**src/rtl/rom_port_arbiter.sv**
```systemverilog
// Round-robin arbiter sharing the two registered read ports of a 1-cycle ROM among NREQ clients.
// Optional grant/stall statistics counters are built when ROMARB_STATS_EN is defined.
module rom_port_arbiter #(
  parameter int unsigned NREQ    = 4,
  parameter int unsigned MXADRB  = 12,
  parameter int unsigned MXDATB  = 9,
  parameter int unsigned ROM_LAT = 1
) (
  input  logic                     clock,
  input  logic                     reset_n,
  input  logic [NREQ-1:0]          req,
  input  logic [NREQ*MXADRB-1:0]   req_adr,
  output logic [NREQ-1:0]          gnt,
  output logic [NREQ-1:0]          rsp_valid,
  output logic [NREQ*MXDATB-1:0]   rsp_data,
  output logic [MXADRB-1:0]        rom_adr0,
  output logic [MXADRB-1:0]        rom_adr1,
  input  logic [MXDATB-1:0]        rom_rd0,
  input  logic [MXDATB-1:0]        rom_rd1,
  output logic                     busy,
  output logic [15:0]              stat_grants,
  output logic [15:0]              stat_stalls
);

  localparam int unsigned IdW    = (NREQ > 1) ? $clog2(NREQ) : 1;
  localparam int unsigned Stages = 1 + ROM_LAT;
  localparam int unsigned Last   = Stages - 1;

  logic [IdW-1:0]              rr_q, rr_d;
  logic                        v0, v1;
  logic [IdW-1:0]              id0, id1, idx;
  logic [MXADRB-1:0]           adr0_q, adr0_d, adr1_q, adr1_d;
  logic [Stages-1:0]           tv0_q, tv0_d, tv1_q, tv1_d;
  logic [Stages-1:0][IdW-1:0]  tid0_q, tid0_d, tid1_q, tid1_d;
  logic [NREQ-1:0]             rspv_q, rspv_d;
  logic [NREQ*MXDATB-1:0]      rspd_q, rspd_d;

  // Scan from rr_q upward; first hit takes port 0, second takes port 1.
  always_comb begin
    gnt = '0;
    v0  = 1'b0;
    v1  = 1'b0;
    id0 = '0;
    id1 = '0;
    idx = '0;
    for (int unsigned k = 0; k < NREQ; k++) begin
      idx = IdW'((32'(rr_q) + k) % NREQ);
      if (req[idx]) begin
        if (!v0) begin
          v0       = 1'b1;
          id0      = idx;
          gnt[idx] = 1'b1;
        end else if (!v1) begin
          v1       = 1'b1;
          id1      = idx;
          gnt[idx] = 1'b1;
        end
      end
    end
  end

  always_comb begin
    if (v1) begin
      rr_d = IdW'((32'(id1) + 1) % NREQ);
    end else if (v0) begin
      rr_d = IdW'((32'(id0) + 1) % NREQ);
    end else begin
      rr_d = rr_q;
    end
  end

  // Address stage and tag pipe; ungranted ports hold their last address.
  always_comb begin
    adr0_d = adr0_q;
    adr1_d = adr1_q;
    for (int unsigned i = 0; i < NREQ; i++) begin
      if (v0 && id0 == IdW'(i)) adr0_d = req_adr[i*MXADRB +: MXADRB];
      if (v1 && id1 == IdW'(i)) adr1_d = req_adr[i*MXADRB +: MXADRB];
    end
    tv0_d     = tv0_q;
    tv1_d     = tv1_q;
    tid0_d    = tid0_q;
    tid1_d    = tid1_q;
    tv0_d[0]  = v0;
    tv1_d[0]  = v1;
    tid0_d[0] = id0;
    tid1_d[0] = id1;
    for (int unsigned s = 1; s < Stages; s++) begin
      tv0_d[s]  = tv0_q[s-1];
      tv1_d[s]  = tv1_q[s-1];
      tid0_d[s] = tid0_q[s-1];
      tid1_d[s] = tid1_q[s-1];
    end
  end

  // Return stage: the last tag stage lines up with the ROM read data.
  always_comb begin
    rspv_d = '0;
    rspd_d = rspd_q;
    for (int unsigned i = 0; i < NREQ; i++) begin
      if (tv0_q[Last] && tid0_q[Last] == IdW'(i)) begin
        rspv_d[i]                  = 1'b1;
        rspd_d[i*MXDATB +: MXDATB] = rom_rd0;
      end
      if (tv1_q[Last] && tid1_q[Last] == IdW'(i)) begin
        rspv_d[i]                  = 1'b1;
        rspd_d[i*MXDATB +: MXDATB] = rom_rd1;
      end
    end
  end

  always_ff @(posedge clock or negedge reset_n) begin
    if (!reset_n) begin
      rr_q   <= '0;
      adr0_q <= '0;
      adr1_q <= '0;
      tv0_q  <= '0;
      tv1_q  <= '0;
      tid0_q <= '0;
      tid1_q <= '0;
      rspv_q <= '0;
      rspd_q <= '0;
    end else begin
      rr_q   <= rr_d;
      adr0_q <= adr0_d;
      adr1_q <= adr1_d;
      tv0_q  <= tv0_d;
      tv1_q  <= tv1_d;
      tid0_q <= tid0_d;
      tid1_q <= tid1_d;
      rspv_q <= rspv_d;
      rspd_q <= rspd_d;
    end
  end

  assign rom_adr0  = adr0_q;
  assign rom_adr1  = adr1_q;
  assign rsp_valid = rspv_q;
  assign rsp_data  = rspd_q;
  assign busy      = (|req) | (|tv0_q) | (|tv1_q);

`ifdef ROMARB_STATS_EN
  logic [15:0] sg_q, sg_d, ss_q, ss_d;
  logic [16:0] sg_sum;

  always_comb begin
    sg_sum = {1'b0, sg_q} + 17'(v0) + 17'(v1);
    sg_d   = sg_sum[16] ? 16'hFFFF : sg_sum[15:0];
    ss_d   = ss_q;
    if ($countones(req) > 2 && ss_q != 16'hFFFF) ss_d = ss_q + 16'd1;
  end

  always_ff @(posedge clock or negedge reset_n) begin
    if (!reset_n) begin
      sg_q <= '0;
      ss_q <= '0;
    end else begin
      sg_q <= sg_d;
      ss_q <= ss_d;
    end
  end

  assign stat_grants = sg_q;
  assign stat_stalls = ss_q;
`else
  assign stat_grants = '0;
  assign stat_stalls = '0;
`endif

endmodule
```
**config.mk**
```make
export PLATFORM = sky130hd
export DESIGN_NAME = rom_port_arbiter
export DESIGN_NICKNAME = d
export VERILOG_FILES = /design/src/rtl/rom_port_arbiter.sv
export SDC_FILE = /design/constraint.sdc
export NUM_CORES = 1
export LEC_CHECK = 0
export CAP_MARGIN = 20
export CORE_MARGIN = 5
export CORE_UTILIZATION = 40
export DETAILED_ROUTE_END_ITERATION = 16
export HOLD_SLACK_MARGIN = 0.05
export PLACE_DENSITY = 0.73
export SLEW_MARGIN = 20
export SYNTH_ARGS = -nofsm -noshare
export SYNTH_HDL_FRONTEND = slang
export SYNTH_SLANG_ARGS = --single-unit
```
**constraint.sdc**
```tcl
create_clock -name clock -period 3.65 [get_ports clock]
set_input_delay 0.365 -clock clock [delete_from_list [all_inputs] [get_ports clock]]
set_output_delay 0.365 -clock clock [all_outputs]
set_load 0.05 [all_outputs]
```
==> flow_summary.json <==
{
  "status": "complete, no violations",
  "netlist_area_mm2": 0.00481,
  "ys.flop_type": "dfrtp_1",
  "ys_top_cells_by_area": "dfrtp_1, mux2i_1, buf_4",
  "synth_cells": 459,
  "critPathLaunchType": "flip-flop",
  "insertion_delay_ps": 320,
  "via_per_inst": 5.40,
  "final_max_slew_viol_count": 0,
  "crit_type": "reg -> out",
  "drive_gt1_share_pct": 14.9,
  "synth-async-reset-ratio_pct": 100,
  "synthToLayoutAreaGrowth_pct": 36.1,
  "rsz0062_at_grt": "false",
  "wl_per_cell_um": 18.4,
  "endpoint_kind": "output port",
  "io_pins": 173,
  "gr-total-overflow": 0,
  "cts.sinks": 78,
  "crit_required_ps": 3280,
  "core_mm2": 0.0119,
  "ys_seq_area_share_pct": 40.5,
  "postCtsHoldBufs": 0,
  "dieWidth_um": 120,
  "register_area_mm2": 0.00195,
  "grt_pass1_vias": 4250,
  "die_area_mm2": 0.0143,
  "synth_cell_type_count": 58,
  "yosysTopAreaCellShare_pct": 40.5,
  "fin_crit_sh_pct": 86.6,
  "gp_routability_congestion": 0.915,
  "initial_core_util_pct": 40.4,
  "worst_hold_slack_ps": 61.5,
  "crit_fanout": 15,
  "cts_resized": 0,
  "drtAntennaViolNets": 0,
  "antenna_found_initial": 0,
  "synth_edf_count": 0,
  "cts_setup_buffers": 0,
  "yosysTopAreaCell": "dfrtp_1",
  "die_height_um": 120,
  "wl_um": 13700,
  "slew_headroom_pct": 26.5,
  "htreeDepth": 3,
  "cts_buffers": 9,
  "finalNetCount": 676,
  "grt_pass1_wl_um": 21700,
  "ys_ff_latch": 78,
  "cts_tree": "built",
  "setup_viol": 0,
  "timing.setup.tns_ps": 0,
  "min_period_ps": 3160,
  "hp-class": "in -> async",
  "via_count": 4031,
  "drcViolationCount": 0,
  "clk_pin_slew_ps": 60,
  "clock_path_buffers": 2,
  "dr.first_iter.drc_count": 446,
  "nFillCells": 1045,
  "finalHoldViolCount": 0,
  "cts_root_buf": "clkbuf_16",
  "std_cell_rows": 40,
  "drv_cap": 0,
  "fmax_mhz": 316,
  "hpwl_um": 10000,
  "ys_warn_count": 0,
  "syn_area_per_cell_um2": 10.5,
  "worst_pin_slew_ps": 1100,
  "multi_input_area_mm2": 0.00255,
  "grt_max_degree": 79,
  "diodes": 0,
  "port_buffers": 140,
  "cp_data_arrival_time_ps": 2800,
  "final.setup_skew_ps": 7.66,
  "track_usage_pct": 18.6,
  "drt_pass1_iterations": 5
}
==> registers in the layout (all words and copies together) (netlist names) <==
name and count:
tid0_d 2, rr_q 2, rsp_valid 4, tid1_q 2, rom_adr1 12, tid1_d 2
rsp_data 36, tv0_q 2, tid0_q 2, rom_adr0 12, tv1_q 2
==> logic make-up (layout without fill, tap and decap cells) <==
family / after synthesis / after routing / synth area share, %
AOI/OAI and AO/OA: 104 / 104 / 17.4
muxes: 83 / 83 / 18.3
other: 1 / 32 / 0.0779
DFF: 78 / 78 / 40.5
buffers and inverters: 70 / 179 / 9.25
adders and majority gates: 11 / 11 / 2.81
xor gates and xnor gates: 2 / 2 / 0.364
and+or+nand+nor: 110 / 110 / 11.2
==> routing by layer <==
layer,routed length (um),track usage (%),vias up,part of all wire (%)
met1,6010,24.0,1944,44
met2,6420,30.4,200,47
met5,0,0,-,0
li1,-,-,1869,-
met3,1070,4.90,18,7.8
met4,206,5.94,0,1.5
==> synth_stat cells, types with 3 or more instances <==
library cell,count
nor2_1,19
buf_4,34
ha_1,10
nor3_1,3
buf_6,5
a21oi_2,4
a211oi_2,10
a221oi_1,3
inv_1,7
nand3b_1,5
buf_2,5
o21ai_0,39
a222oi_1,4
mux4_2,4
nand3_1,3
a211oi_1,3
o22ai_1,12
nand2b_1,3
nand2_1,52
clkbuf_1,16
nor2_2,11
mux2i_1,77
dfrtp_1,78
a221oi_2,10
==> through the flow <==
stage / std cells / cell area (um^2) / util, % / setup WS [ps]
2_1_floorplan: 490 / 4930 / - / 263
3_3_place_gp: 730 / 6270 / 52.7 / 438
3_5_place_dp: 730 / 6270 / 52.7 / 335
4_1_cts: 746 / 6550 / 55.0 / 531
5_1_grt: 746 / 6550 / 55.0 / 358
6_report: 746 / 6550 / 55.0 / 487
==> path summary, 6_finish.rpt <==
check                               endpoint  slack, ps  startpoint  cells after the start
worst max-delay path                  gnt[0]        490     rr_q[1]                      7
worst min-delay path            rsp_data[35]         60     reset_n                      1
worst max register to register   rom_adr0[2]        640     rr_q[0]                     10
worst min register to register     tid1_q[2]        350   tid1_d[2]                      0
max in group asynchronous        rsp_data[5]       3090     reset_n                      1
min in group clock                 tid1_q[2]        350   tid1_d[2]                      0
==> worst max-delay path: stages (launching register included) <==
cell      delay [ps]
dfrtp_1          350
inv_1            130
ha_1             350
mux4_2           680
a21boi_0         460
a222oi_1         160
nand2_1          180
buf_12           160
==> final cells by class <==
class	instances	share of cell area, %
tap	147	2.81
clock buffer	9	3.44
timing repair buffer	155	23.9
inverter	8	0.458
sequential	78	29.8
clock inverter	7	0.745
multi-input combinational	342	38.9
==> cells in the final DEF, fill, tap and decap left out, types with 3 or more instances in the layout <==
cell type,instances
a211oi_1,3
a211oi_2,10
a21oi_2,4
a221oi_1,3
a221oi_2,10
a222oi_1,4
buf_12,5
buf_4,14
clkbuf_16,9
clkdlybuf4s50_1,135
clkinv_2,3
conb_1,32
dfrtp_1,78
ha_1,10
inv_1,7
mux2i_1,77
mux4_2,4
nand2_1,52
nand2b_1,3
nand3_1,3
nand3b_1,5
nor2_1,18
nor2_2,12
nor3_1,3
o21ai_0,39
o22ai_1,12
Power is left out: the tool's default activity adds up to more than one toggle a clock period on the data nets, which glitch-free logic cannot reach.
==> edit 1: new RTL, config.mk and constraints unchanged <==
`NREQ`: 4 -> 2.
--- a/src/rtl/rom_port_arbiter.sv
+++ b/src/rtl/rom_port_arbiter.sv
@@ -1,7 +1,7 @@
 // Round-robin arbiter sharing the two registered read ports of a 1-cycle ROM among NREQ clients.
 // Optional grant/stall statistics counters are built when ROMARB_STATS_EN is defined.
 module rom_port_arbiter #(
-  parameter int unsigned NREQ    = 4,
+  parameter int unsigned NREQ    = 2,
   parameter int unsigned MXADRB  = 12,
   parameter int unsigned MXDATB  = 9,
   parameter int unsigned ROM_LAT = 1
Interface: changed (5 resized); port bits go from 173 to 125. No check against the original RTL was run, so the function may have changed too.
==> edit 1 against the unedited design <==
  * Final area shrank 45%
  * Utilization up 1.1 points
  * Wire length fell by 54%
  * Final cell count down 45%
  * Sequential cell count down 25
  * Synthesized area decreased by 45%
  * Synthesized cell count down 46%
  * Worst setup slack improved by 0.82 ns
  * Non-clock buffer count is 58 lower
==> edit 1: results (changes against the unedited design) <==
metric;value;unit;change
synth_common_cells;dfrtp_1 (53), nor2_1 (36), buf_4 (32);;
cp_max_fo;2;;-13
cts.clk_slew.worst_paths;0.09;ns;+0.03 ns
nets;382;;-43%
place.gp.congestion;0.7449;;-19%
clockRootBuffer;clkbuf_8;;
cts.hold.buffers_added;1;;+1
fin_worst_skew;0.006383;ns;-0.001274 ns
routedWlPerCell;15.20;µm;-17%
drtIter0Drc;50;;-89%
grt_pass1_wl;10070;µm;-54%
dpl.cell_count;405;;-45%
synth.area.top_cells;dfrtp_1 (50%), buf_4 (9.1%), mux2_2 (9.0%), mux2i_1 (8.0%), nor2_1 (5.1%);;
status;finished, final reports clean;;
drive_gt1_frac;0.1042;;-0.04441
dpl.hpwl;4535;µm;-55%
grt_max_degree;37;;-53%
numPortBuffers;92;;-34%
maxSlewHeadroom;0.3794;;+0.1143
ys_seq_area_frac;0.5026;;+0.09720
grt_pass1_vias;2030;;-52%
cts_inserted_buffers;5;;-4
largest_reg_flops;18;;-50%
viasPerCell;4.797;;-11%
clock_latency;0.30;ns;-0.02 ns
hold_path.class;register to register;;
drtPass1Iterations;4;;-1
synth_cell_type_count;21;;-64%
[edit 1: through the flow]
step	util	instance area [µm²]	power, µW	worst slack [ns]
floorplan	-	2755	1221	1.927
global placement	0.5460	3487	1443	1.298
detailed placement	0.5460	3487	1451	1.299
CTS	0.5611	3583	1790	1.299
global route	0.5611	3583	1854	1.272
finish	0.5611	3583	1768	1.309
[edit 1: power groups by stage]
stage,Clock [µW],Sequential [µW],Combinational (µW)
final,333,716,720
after global routing,368,727,759
after CTS,347,717,726
after detailed placement,0,726,724
after global placement,0,726,717
after floorplan,0,977,244
[edit 1: cell type report]
| type | instances | area (µm²) | area share |
|---|---|---|---|
| Sequential cell | 53 | 1326 | 0.3701 |
| Multi-Input combinational cell | 175 | 1104 | 0.3080 |
| Timing Repair Buffer | 97 | 955.9 | 0.2668 |
| Tap cell | 77 | 96.34 | 0.02689 |
| Clock buffer | 7 | 86.33 | 0.02409 |
| Inverter | 4 | 15.01 | 0.004190 |
[edit 1: cell families after synthesis]
logic type / synth area share
compound gates: 0.08393
buf+inv: 0.1233
flops: 0.5026
mux: 0.2077
other cells: 0.001421
simple gates: 0.08108
[edit 1: worst paths after layout]
check | start | to | slack (ns) | depth (start not counted)
max | req[0] | busy | 1.31 | 4
min | tid0_d[1] | tid0_q[1] | 0.36 | 0
max reg2reg | rr_q | rom_adr0[7] | 1.78 | 3
min reg2reg | tid0_d[1] | tid0_q[1] | 0.36 | 0
max in group asynchronous | reset_n | rsp_data[2] | 2.31 | 3
min in group asynchronous | reset_n | rsp_data[5] | 0.52 | 2
[edit 1: worst max-delay path, stage by stage]
cell and delay [ns]:
clkdlybuf4s50_1 0.41, or2_2 0.33, nand2b_1 0.16, clkdlybuf4s50_1 0.70
[edit 1: layer usage]
layer / up-vias / part of all wire / global-route usage / routed length [µm]
li1: 951 / - / - / -
met3: 6 / 0.095 / 0.05868 / 595
met4: 0 / 0.010 / 0.03667 / 63
met1: 939 / 0.43 / 0.1848 / 2725
met5: - / 0 / 0 / 0
met2: 85 / 0.46 / 0.2356 / 2892
==> edit 2: new RTL, same flow settings <==
Without the edit above. `adr0_q` and `adr1_q` no longer have a reset.
--- a/src/rtl/rom_port_arbiter.sv
+++ b/src/rtl/rom_port_arbiter.sv
@@ -112,8 +112,6 @@
   always_ff @(posedge clock or negedge reset_n) begin
     if (!reset_n) begin
       rr_q   <= '0;
-      adr0_q <= '0;
-      adr1_q <= '0;
       tv0_q  <= '0;
       tv1_q  <= '0;
       tid0_q <= '0;
@@ -122,8 +120,6 @@
       rspd_q <= '0;
     end else begin
       rr_q   <= rr_d;
-      adr0_q <= adr0_d;
-      adr1_q <= adr1_d;
       tv0_q  <= tv0_d;
       tv1_q  <= tv1_d;
       tid0_q <= tid0_d;
@@ -131,6 +127,11 @@
       rspv_q <= rspv_d;
       rspd_q <= rspd_d;
     end
+  end
+
+  always_ff @(posedge clock) begin
+    adr0_q <= adr0_d;
+    adr1_q <= adr1_d;
   end
 
   assign rom_adr0  = adr0_q;
Behaviour: not the same (a bounded check fails within 4 cycles, from zero or initial values and one cycle with reset_n low).
==> edit 2 against the unedited design <==
  * Worst setup slack worse by 0.28 ns
  * Final area is 4.6% higher
  * Sequential share of layout area increased by 0.44 points
  * Final cell count is 6.4% higher
  * Sequential cell count did not move
  * Synthesized area up 5.3%
  * Utilization down 0.24 points
  * Wire length increased by 5.8%
  * Critical path type is now register to register
  * Clock skew fell by 0.0034 ns
Power is left out: the tool's default activity adds up to more than one toggle a clock period on the data nets, which glitch-free logic cannot reach.
==> edit 2: results (changes against the unedited design) <==
metric;value;unit;change
status;finished, final reports clean;;
nets;699;;+3.4%
synth_common_cells;mux2i_1 (101), dfrtp_1 (54), nand2_1 (41);;
drtIter0Drc;386;;-13%
critPathSlowestCell;mux4_2;;
ys_seq_area_frac;0.4087;;+0.003282
routedWlPerCell;18.26;µm;-0.64%
place_ws;0.1118;ns;-0.2227 ns
antenna_found_initial;0;;unchanged
worst-r2r-cell-count;9;;-1
crit_end;rom_adr0[3];;
grt_max_degree;29;;-63%
grtUsageTotal;0.1902;;+0.004629
synth-compound-area-share;0.1459;;-0.02826
grt_pass1_vias;4312;;+1.5%
clock_latency;0.33;ns;
synth_fa_ha_area_frac;0.02690;;-0.001166
place.gp.congestion;0.9024;;-1.3%
dpl.hpwl;10570;µm;+5.6%
worst_slew_pin_slew;0.7549;ns;-0.3426 ns
clock_path_buffers;2;;unchanged
synth_cell_type_count;56;;-3.4%
reg2reg_slack;0.20;ns;-0.44 ns
grt_pass1_wl;22310;µm;+2.7%
cp_data_arrival_time;3.53;ns;+0.73 ns
finalCritPeriodShare;0.9441;;+0.07761
synth_cells;482;;+5.0%
synth_mux_area_frac;0.2194;;+0.03593
placed_area;6565;µm²;+4.6%
drive_gt1_frac;0.09807;;-0.05051
finalSetupViolCount;0;;unchanged
rr_startpoint;rr_q[1];;
fin_worst_skew;0.004216;ns;-0.003441 ns
synth-edff-count;24;;+24
synth.area.top_cells;dfrtp_1 (27%), mux2i_1 (20%), edfxtp_1 (14%), buf_4 (5.3%), nand2_1 (3.0%);;
slowest_delay;0.66;ns;-0.02 ns
async_flop_share;0.6923;;-0.3077
vias;4245;;+5.3%
dpl.cell_count;778;;+6.6%
viasPerCell;5.346;;-1.1%
ant_nets;0;;unchanged
cp_max_fo;17;;+2
synth_xor_area_frac;0.006910;;+0.003272
## edit 2: kinds of logic after synthesis
kind of cell,Yosys count
and+or+nand+nor,98
DFF,78
muxes,106
adders and majority gates,11
buffers and inverters,77
xor gates and xnor gates,4
AOI/OAI and AO/OA,107
other,1
## edit 2: critical path: cells and delay by family (launching register included)
kind	cells	cell delay (ns)
AOI/OAI and AO/OA	2	0.39
adders and majority gates	1	0.34
buffers and inverters	1	0.12
DFF	1	0.36
muxes	2	0.81
and+or+nand+nor	3	1.16
## edit 2: how the worst min path moves through the flow
stage / start / end / slack, ns / cells past startpoint
final: reset_n / rsp_data[4] / 0.05 / 1
after global placement: tid0_d[3] / tid0_q[3] / 0.33 / 0
after CTS: reset_n / rsp_valid[0] / 0.06 / 1
after global routing: reset_n / rsp_valid[0] / 0.09 / 1
after floorplan: reset_n / rr_q[0] / 0.07 / 0
after detailed placement: tid0_d[3] / tid0_q[3] / 0.34 / 0
## edit 2: timing repair
action,CTS,global route
resized for setup,0,1
hold buffers,0,0
endpoints found under the setup margin,0,6
## edit 2: area by class of cell
class / count / area (µm²)
Clock buffer: 11 / 252.7
Clock inverter: 5 / 31.28
Fill cell: 1100 / 5660
Inverter: 9 / 33.78
Multi-Input combinational cell: 358 / 2645
Sequential cell: 78 / 2072
Tap cell: 172 / 215.2
Timing Repair Buffer: 161 / 1607
## edit 2: metal layers
metal | up-vias | GRT usage | share of wire
met4 | 0 | 0.05948 | 0.012
met3 | 22 | 0.05714 | 0.090
met1 | 2057 | 0.2356 | 0.42
met5 | - | 0 | 0
li1 | 1968 | - | -
met2 | 198 | 0.3191 | 0.48
